[src/rtl/spisd_pkg.sv]
// Shared definitions for the SD-card SPI path: byte-engine state encoding,
// divider width and the default SCLK half-period constants that the SD
// controller also uses when it picks its init and data rates.
package spisd_pkg;

  // Width of the SCLK half-period divider and of the HALF parameters.
  localparam int SPI_DIV_W = 8;

  // Default SCLK half-periods in clk cycles. Slow mode targets the ~400 kHz
  // card-identification rate; fast mode is the data-transfer rate.
  localparam int unsigned SPI_DIV_SLOW_DEFAULT = 63;
  localparam int unsigned SPI_DIV_FAST_DEFAULT = 2;

  typedef logic [SPI_DIV_W-1:0] spi_div_t;

  // Byte-engine states. LOW and HIGH are the two SCLK phases of one bit.
  typedef enum logic [1:0] {
    ST_IDLE = 2'd0,
    ST_LOW  = 2'd1,
    ST_HIGH = 2'd2,
    ST_DONE = 2'd3
  } spi_state_e;

  // Selects the SCLK half-period for a transfer from the rate request.
  function automatic spi_div_t spi_half_sel(input logic     fast,
                                            input spi_div_t div_fast,
                                            input spi_div_t div_slow);
    return fast ? div_fast : div_slow;
  endfunction

endpackage

[src/rtl/spi_halfperiod_timer.sv]
// Loadable down-counter that times one SCLK phase. The engine loads HALF-1
// at the start of each phase; o_tick marks the last clk cycle of that phase.
module spi_halfperiod_timer
  import spisd_pkg::*;
(
  input  logic     i_clk,
  input  logic     i_rst,
  input  logic     i_load,
  input  spi_div_t i_load_val,
  input  logic     i_en,
  output logic     o_tick
);

  spi_div_t r_count;

  // Count down towards zero while enabled; a load restarts the phase.
  always_ff @(posedge i_clk) begin
    // NOTE: state is written with non-blocking assignments so every register
    // samples the pre-edge values, independent of statement order.
    if (i_rst) begin
      r_count <= '0;
    end else if (i_load) begin
      r_count <= i_load_val;
    end else if (i_en && (r_count != '0)) begin
      r_count <= r_count - spi_div_t'(1);
    end
  end

  // Phase expires when the counter has reached zero.
  assign o_tick = (r_count == '0);

endmodule

[src/rtl/spi_byte_engine.sv]
// SPI mode-0 master byte engine for the SD-card path. Shifts one byte out on
// MOSI (MSB first) while sampling one byte from MISO, generates SCLK from clk
// at a slow or fast rate, and drives chip-select only between bytes.
module spi_byte_engine
  import spisd_pkg::*;
#(
  parameter int unsigned DIV_SLOW = SPI_DIV_SLOW_DEFAULT,
  parameter int unsigned DIV_FAST = SPI_DIV_FAST_DEFAULT
) (
  input  logic       i_clk,
  input  logic       i_rst,
  input  logic       i_start,
  input  logic [7:0] i_tx,
  input  logic       i_fast,
  input  logic       i_select,
  input  logic       i_miso,
  output logic       o_sclk,
  output logic       o_mosi,
  output logic       o_cs_n,
  output logic       o_busy,
  output logic [7:0] o_out,
  output logic       o_readed
);

  localparam spi_div_t W_DIV_SLOW = spi_div_t'(DIV_SLOW);
  localparam spi_div_t W_DIV_FAST = spi_div_t'(DIV_FAST);

  spi_state_e r_state;
  spi_state_e w_next_state;

  // Datapath registers. TX keeps only the seven bits still to be sent, since
  // bit 7 goes straight to MOSI when the byte is accepted.
  logic [6:0] r_tx_shift;
  logic [7:0] r_rx_shift;
  logic [2:0] r_bit_cnt;
  spi_div_t   r_half;
  logic       r_sclk;
  logic       r_mosi;
  logic       r_cs_n;
  logic [7:0] r_out;

  // Control strobes decoded from state and divider tick.
  logic     w_accept;
  logic     w_rise;
  logic     w_fall_next;
  logic     w_fall_last;
  logic     w_busy;
  logic     w_readed;
  spi_div_t w_start_half;
  logic     w_div_tick;
  logic     w_div_load;
  spi_div_t w_div_load_val;
  logic     w_div_en;

  assign w_start_half = spi_half_sel(i_fast, W_DIV_FAST, W_DIV_SLOW);

  spi_halfperiod_timer u_timer (
    .i_clk      (i_clk),
    .i_rst      (i_rst),
    .i_load     (w_div_load),
    .i_load_val (w_div_load_val),
    .i_en       (w_div_en),
    .o_tick     (w_div_tick)
  );

  // State register.
  always_ff @(posedge i_clk) begin
    if (i_rst) begin
      r_state <= ST_IDLE;
    end else begin
      r_state <= w_next_state;
    end
  end

  // Next-state logic: walk LOW/HIGH phases for eight bits, then one DONE cycle.
  always_comb begin
    // NOTE: every combinational output gets a default first so no path can
    // leave it unassigned and infer a latch.
    w_next_state = r_state;
    unique case (r_state)
      ST_IDLE: if (i_start)    w_next_state = ST_LOW;
      ST_LOW:  if (w_div_tick) w_next_state = ST_HIGH;
      ST_HIGH: if (w_div_tick) w_next_state = (r_bit_cnt == 3'd7) ? ST_DONE : ST_LOW;
      ST_DONE:                 w_next_state = ST_IDLE;
      default:                 w_next_state = ST_IDLE;
    endcase
  end

  // Output and strobe decode from the current state.
  always_comb begin
    w_accept       = 1'b0;
    w_rise         = 1'b0;
    w_fall_next    = 1'b0;
    w_fall_last    = 1'b0;
    w_busy         = 1'b1;
    w_readed       = 1'b0;
    w_div_en       = 1'b0;
    w_div_load     = 1'b0;
    w_div_load_val = r_half - spi_div_t'(1);
    unique case (r_state)
      ST_IDLE: begin
        w_busy   = 1'b0;
        w_accept = i_start;
        if (i_start) begin
          w_div_load     = 1'b1;
          w_div_load_val = w_start_half - spi_div_t'(1);
        end
      end
      ST_LOW: begin
        w_div_en   = 1'b1;
        w_rise     = w_div_tick;
        w_div_load = w_div_tick;
      end
      ST_HIGH: begin
        w_div_en    = 1'b1;
        w_fall_next = w_div_tick && (r_bit_cnt != 3'd7);
        w_fall_last = w_div_tick && (r_bit_cnt == 3'd7);
        w_div_load  = w_fall_next;
      end
      ST_DONE: begin
        w_readed = 1'b1;
      end
      default: begin
        w_busy = 1'b0;
      end
    endcase
  end

  // Shift registers, SCLK/MOSI generation, result capture and chip-select.
  always_ff @(posedge i_clk) begin
    // NOTE: every register here has a defined reset value, so a reset in the
    // middle of a byte leaves no partial data and no stale result behind.
    if (i_rst) begin
      r_tx_shift <= '0;
      r_rx_shift <= '0;
      r_bit_cnt  <= '0;
      r_half     <= '0;
      r_sclk     <= 1'b0;
      r_mosi     <= 1'b1;
      r_cs_n     <= 1'b1;
      r_out      <= '0;
    end else begin
      // CS follows the request only between bytes so it never moves mid-byte.
      if (r_state == ST_IDLE) begin
        r_cs_n <= ~i_select;
      end

      if (w_accept) begin
        r_tx_shift <= i_tx[6:0];
        r_rx_shift <= '0;
        r_half     <= w_start_half;
        r_bit_cnt  <= '0;
        r_mosi     <= i_tx[7];
        r_sclk     <= 1'b0;
      end

      // Rising SCLK: the card's bit has been stable for a full low phase.
      if (w_rise) begin
        r_sclk     <= 1'b1;
        r_rx_shift <= {r_rx_shift[6:0], i_miso};
      end

      // Falling SCLK mid-byte: present the next TX bit for the card.
      if (w_fall_next) begin
        r_sclk     <= 1'b0;
        r_bit_cnt  <= r_bit_cnt + 3'd1;
        r_mosi     <= r_tx_shift[6];
        r_tx_shift <= {r_tx_shift[5:0], 1'b1};
      end

      // Final falling edge: publish the byte so it is valid in the DONE cycle.
      if (w_fall_last) begin
        r_sclk <= 1'b0;
        r_mosi <= 1'b1;
        r_out  <= r_rx_shift;
      end
    end
  end

  assign o_sclk   = r_sclk;
  assign o_mosi   = r_mosi;
  assign o_cs_n   = r_cs_n;
  assign o_busy   = w_busy;
  assign o_out    = r_out;
  assign o_readed = w_readed;

endmodule

[config.mk]
export PLATFORM = sky130hd
export DESIGN_NAME = spi_byte_engine
export DESIGN_NICKNAME = d
export VERILOG_FILES = /design/src/rtl/spisd_pkg.sv /design/src/rtl/spi_halfperiod_timer.sv /design/src/rtl/spi_byte_engine.sv
export SDC_FILE = /design/constraint.sdc
export NUM_CORES = 1
export LEC_CHECK = 0
export CAP_MARGIN = 20
export CELL_PAD_IN_SITES_DETAIL_PLACEMENT = 2
export CELL_PAD_IN_SITES_GLOBAL_PLACEMENT = 2
export CORE_UTILIZATION = 34
export DETAILED_ROUTE_END_ITERATION = 10
export PLACE_DENSITY_LB_ADDON = 0.15
export REMOVE_ABC_BUFFERS = 1
export SLEW_MARGIN = 20
export SYNTH_ARGS = -nofsm -noshare
export SYNTH_HDL_FRONTEND = slang
export SYNTH_SLANG_ARGS = --single-unit
export TNS_END_PERCENT = 5
[constraint.sdc]
create_clock -name i_clk -period 4.9 [get_ports i_clk]
set_input_delay 0.49 -clock i_clk [delete_from_list [all_inputs] [get_ports i_clk]]
set_output_delay 0.49 -clock i_clk [all_outputs]
set_load 0.005 [all_outputs]
# --- Yosys cells after proc, flatten, opt, wreduce, memory -nomap -nowiden ---
# Index checks and enable logic that the tools add are counted.
totals:
  register_bits: 47
  inputBits: 14
  wordCells: 65
classes:
  n_addsub: 4
  n_eq_ne: 8
  muxes: 29
  bitwise: 1
  reduce_logical: 13
ops:
  columns: ["cell", "n"]
  rows:
  - ["8-bit two-way mux", 6]
  - ["8-bit by 1-bit subtractor with 8-bit output (second input constant)", 2]
  - ["7-bit two-way mux", 2]
  - ["1-bit two-way mux", 12]
  - ["8-bit zero test", 1]
  - ["2-bit two-way mux", 4]
  - ["2-bit one-hot mux with 4 select lines", 1]
  - ["8-bit nonzero test", 1]
  - ["6-bit by 1-bit subtractor with 7-bit output (second input constant)", 1]
  - ["3-bit two-way mux", 2]
  - ["6-bit two-way mux", 1]
  - ["2-bit inequality test (second input constant)", 3]
  - ["2-bit nonzero test", 3]
  - ["2-bit equality test (second input constant)", 2]
  - ["2-bit OR reduction", 2]
  - ["3-bit by 1-bit adder with 3-bit output (second input constant)", 1]
  - ["3-bit equality test (second input constant)", 1]
  - ["1-bit logical AND", 3]
  - ["3-bit inequality test (second input constant)", 1]
  - ["1-bit one-hot mux with 3 select lines", 1]
  - ["3-bit AND reduction", 1]
  - ["3-bit OR reduction", 1]
  - ["2-bit by 1-bit equality test with 1-bit output (second input constant)", 1]
  - ["2-bit zero test", 1]
  - ["1-bit inverter", 1]

# --- Longest topological paths before layout ---
depth:
  word_depth: 6
  ltp_mapped: 8
  depth_no_buf: 7

# --- By module ---
# A second synthesis with hierarchy kept.
unflattened:
  hier_cells: 218
  area_unflattened_um2: 1950.6
by_module_without_submodules:
  columns: ["mod", "n_inst", "cells_each", "area_per_inst_um2", "seq_area_each_um2"]
  rows:
  - ["spi_byte_engine", 1, 159, 1435.1, 660.6]
  - ["spi_halfperiod_timer", 1, 59, 515.5, 160.2]

# --- Worst setup path after synthesis ---
# No wires, ideal clock.
synth_path:
  path_kind: "flip-flop to flip-flop"
  from: "register u_timer.r_count[0]"
  to: "register u_timer.r_count[6]"
  arrival_ns: 1.585
  required_time_ns: 4.766
  path_slack_ns: 3.181
  stages_incl_launch_ff: 9
  synth_period_minus_slack_ns: 1.719
  path_cell_list: "dfxtp_1 -> inv_1 -> ha_1 -> nor4b_4 -> nand2_2 -> a211o_1 -> buf_6 -> a21oi_1 -> a211oi_1"
synth_via:
  elab_chain_len: 4
  word_cells_on_any_way: 9
  cone_classes: "add/sub: 1; mux: 3; reduce/logical: 5"
synth_lines:
  columns: ["item", "line_no", "text"]
  rows:
  - ["start, declared", "spi_halfperiod_timer.sv:14", "spi_div_t r_count;"]
  - ["start signal, assigned", "spi_halfperiod_timer.sv:23", "r_count <= i_load_val;"]
  - ["start signal, assigned", "spi_halfperiod_timer.sv:25", "r_count <= r_count - spi_div_t'(1);"]
  - ["branches (longest 4 deep; another with 8-bit by 1-bit subtractor with 8-bit output)", null, null]
# Parallel ways; which one is timed is not known. The select of a mux whose other input is x is not followed.
# A chain may end at the register's enable or synchronous reset.

# --- Worst setup path in the final report ---
layout_path:
  from: "register u_timer.r_count[0]"
  to: "register r_out[1], in the netlist o_out[1]"
layout_via:
  elab_chain_len: 3
layout_lines:
  columns: ["item", "line_no", "text"]
  rows:
  - ["8-bit zero test", "spi_halfperiod_timer.sv:30", "assign o_tick = (r_count == '0);"]
  - ["1-bit logical AND", "spi_byte_engine.sv:117", "w_fall_last = w_div_tick && (r_bit_cnt == 3'd7);"]
  - ["1-bit two-way mux", "spi_byte_engine.sv:100", "unique case (r_state)"]
  - ["end signal, assigned", "spi_byte_engine.sv:175", "r_out <= r_rx_shift;"]
  - ["end, declared", "spi_byte_engine.sv:40", "logic [7:0] r_out;"]
# Every way passes these cells.

==> results.py <==
metrics = {
    "drt": {
        "vias": 1674,
        "drc_errors": 0,
        "drt_pass1_iterations": 3,
        "vias_per_cell": 5.25,
        "drt_iter0_drc": 27,
        "routed_wl_mm": 4.97,
        "ant_nets": 0,
        "avgRoutedWirePerCell_um": 15.6,
    },
    "clock_network": {
        "cts_tree": "yes",
        "cts-root-buf": "clkbuf_8",
        "clk_pin_slew_ns": 0.08,
        "clockBufferDepth": 2,
        "clk_latency_ns": 0.30,
        "ctsResizeCount": 0,
        "cts_setup_buffers": 0,
        "htreeDepth": 2,
        "cts.sinks": 41,
        "cts_hold_buf": 0,
        "cts_buffers": 5,
    },
    "timing": {
        "hold_viol": 0,
        "setup_viol_count_final": 0,
        "slew_headroom_pct": 33.5,
        "worst_slack_ns": 2.45,
        "hold_slack_ns": 0.461,
        "worstMarginPinSlew_ns": 0.994,
        "min_period_ns": 2.45,
        "rsz0062_at_grt": "no",
        "drv_slew": 0,
        "setup_tns_ns": 0,
        "fmax_ghz": 0.408,
        "finalCritPeriodShare_pct": 50.0,
        "skew_ns": 0.00734,
    },
    "floorplan": {
        "dieArea_um2": 5830,
        "rows": 26,
        "fp.dieH_um": 76.4,
        "io_pins": 27,
        "coreArea_um2": 5200,
        "die_w_um": 76.4,
        "start_util_pct": 36.1,
    },
    "global_routing": {
        "antenna_found_initial": 0,
        "grtUsageMet2_pct": 35.2,
        "grt_pass1_wl_mm": 8.59,
        "busiest_layer": "met2",
        "use_met1_pct": 20.8,
        "grt_overflow": 0,
        "grt_pass1_vias": 1844,
        "grt_max_degree": 27,
        "grt_use_met3_pct": 3.59,
        "gr-usage-all-layers_pct": 18.6,
    },
    "yosys": {
        "synth_seq_cells": 41,
        "avgSynthCellArea_um2": 8.36,
        "ys_types": 37,
        "synth_top_cells_by_area": "dfxtp_1, nand2_1, a21oi_1",
        "netlist_area_um2": 1880,
        "synth_warnings": 0,
        "netlist.area_leader.share_pct": 43.6,
        "syn_inst": 225,
        "yosysTopAreaCell": "dfxtp_1",
        "ys_seq_area_share_pct": 43.6,
    },
    "hold_path": {
        "min_from": "o_out[0]",
        "worstHoldPathType": "register to register",
        "min_path_cells": 2,
        "min_to": "o_out[0]",
    },
    "setup_path": {
        "crit_path_start_kind": "register",
        "path_cells": "inv_1, ha_1, nor4b_4, and2_1, nand3_1, nand2_1, a21oi_1",
        "end_kind": "register",
        "ff2ff_path_depth": 7,
        "r2r-start": "u_timer.r_count[0]",
        "max_stage_delay_ns": 0.52,
        "r2r_end": "o_out[1]",
        "critPathRequiredTime_ns": 5.04,
        "arrival_ns": 2.58,
        "crit_slowest_cell": "and2_1",
        "crit_type": "register to register",
        "critPathMaxFanout": 13,
        "reg2reg_slack_ns": 2.45,
    },
    "placed_design": {
        "pre_cts_ws_ns": 2.18,
        "port_buffers": 26,
        "postPlaceCellArea_um2": 2180,
        "gp_congestion": 0.740,
        "dp_cells": 311,
        "hpwl_mm": 3.33,
    },
    "final_layout": {
        "area_growth_pct": 23.3,
        "seq_area_um2": 821,
        "final_nets": 272,
        "fin_area_um2": 2320,
        "multiInputGateArea_um2": 982,
        "n_antenna_cell": 0,
        "fill_cells": 614,
        "fin_cells": 319,
        "drive_gt1_share_pct": 6.02,
    },
    "outcome": {
        "status": "finished, final reports clean",
    },
    "power_and_ir_drop": {
        "total_leakage_power_uw": 0.000852,
        "vdd_drop_max_mv": 0.232,
        "powerDensity_nw_per_um2": 556,
    },
    "run": {
        "drv_cap": 0,
    },
}
==> layout make-up <==
cell class	instances	area share, %
clock buffer	5	2.97
clock inverter	3	2.81
inverter	7	1.13
multi-input combinational	166	42.4
sequential	41	35.4
tap	70	3.78
timing repair buffer	27	11.5
==> where the power goes <==
group	internal, uW	switching [uW]
clock network	202	118
logic	207	309
registers	393	58.6
==> through the flow <==
stage	total power [uW]	util, %
2_1_floorplan	809	-
3_3_place_gp	954	42.0
3_5_place_dp	972	42.0
4_1_cts	1320	44.5
5_1_grt	1390	44.5
6_report	1290	44.5
==> layout by cell type (no fill, tap or decap), types with 2 or more instances in the layout <==
master / synthesis / final
a211oi_1: 4 / 4
a21boi_0: 2 / 2
a21oi_1: 27 / 27
a311oi_1: 6 / 6
a31oi_1: 3 / 3
and2_1: 2 / 2
bufinv_16: 0 / 2
clkbuf_8: 0 / 5
clkdlybuf4s50_1: 0 / 26
dfxtp_1: 41 / 41
ha_1: 10 / 10
inv_1: 7 / 7
mux2i_1: 4 / 4
nand2_1: 41 / 41
nand2b_1: 2 / 2
nand3_1: 21 / 21
nor2_1: 14 / 14
nor2b_1: 2 / 2
nor3_1: 6 / 6
o21ai_0: 2 / 2
or3_1: 3 / 3
xnor2_1: 2 / 2
==> cell usage after synthesis <==
cell type and n:
a211oi_1 4, a21o_1 1, and3_1 1, a21bo_2 1, buf_2 2, nor3_1 6
mux2i_1 4, nor2_2 1, nand3_2 1, inv_1 7, a21oi_1 27, nor2_1 14
nand3_1 21, nor4_1 1, nand2_1 41, dfxtp_1 41, a221oi_1 1, and2_1 2
nand2b_1 2, nand2_2 1, a211o_1 1, ha_1 10, buf_6 1, xnor2_1 2
or3_1 3, clkbuf_1 8, o22a_1 1, o21ai_0 2, a21boi_0 2, o31ai_1 1
nand4_1 1, a311oi_1 6, o21bai_1 1, nor3_4 1, a31oi_1 3, nor4b_4 1
nor2b_1 2
==> how the worst max path moves through the flow <==
| stage | slack (ns) | cells past startpoint | endpoint | from |
|---|---|---|---|---|
| after global routing | 2.17 | 7 | o_out[1] | u_timer.r_count[0] |
| after CTS | 2.35 | 7 | o_out[1] | u_timer.r_count[0] |
| final | 2.45 | 7 | o_out[1] | u_timer.r_count[0] |
| after detailed placement | 2.18 | 5 | u_timer.r_count[5] | i_start |
| after global placement | 2.23 | 5 | u_timer.r_count[4] | i_start |
| after floorplan | 2.98 | 6 | u_timer.r_count[4] | r_state[1] |
==> routing by layer <==
| layer | up-vias | wire [um] |
|---|---|---|
| li1 | 835 | - |
| met1 | 814 | 2180 |
| met2 | 20 | 2630 |
| met3 | 5 | 104 |
| met4 | 0 | 53 |
| met5 | - | 0 |
==> kinds of logic (layout without fill, tap and decap cells) <==
group,count (synthesis),count (layout),synth area share (%)
and+or+nand+nor,99,99,25.5
buffers and inverters,18,42,4.13
DFF,41,41,43.6
muxes,4,4,2.13
adders and majority gates,10,10,6.65
AOI/OAI and AO/OA,51,51,17.0
xor gates and xnor gates,2,2,0.932
==> state kept, by name, indices dropped and copies added, names as in the netlist, 2 cells and up <==
signal           cells
o_out                8
r_rx_shift           8
u_timer.r_count      8
r_tx_shift           7
r_bit_cnt            3
r_half               2
r_state              2
==> worst max-delay path, delay by kind of cell, from the launching register on <==
kind / cells / cell delay, ns
simple gates: 4 / 1.52
fa+ha+maj: 1 / 0.24
compound gates: 1 / 0.08
buf+inv: 1 / 0.13
flops: 1 / 0.33
(Power assumes the default switching activity.)
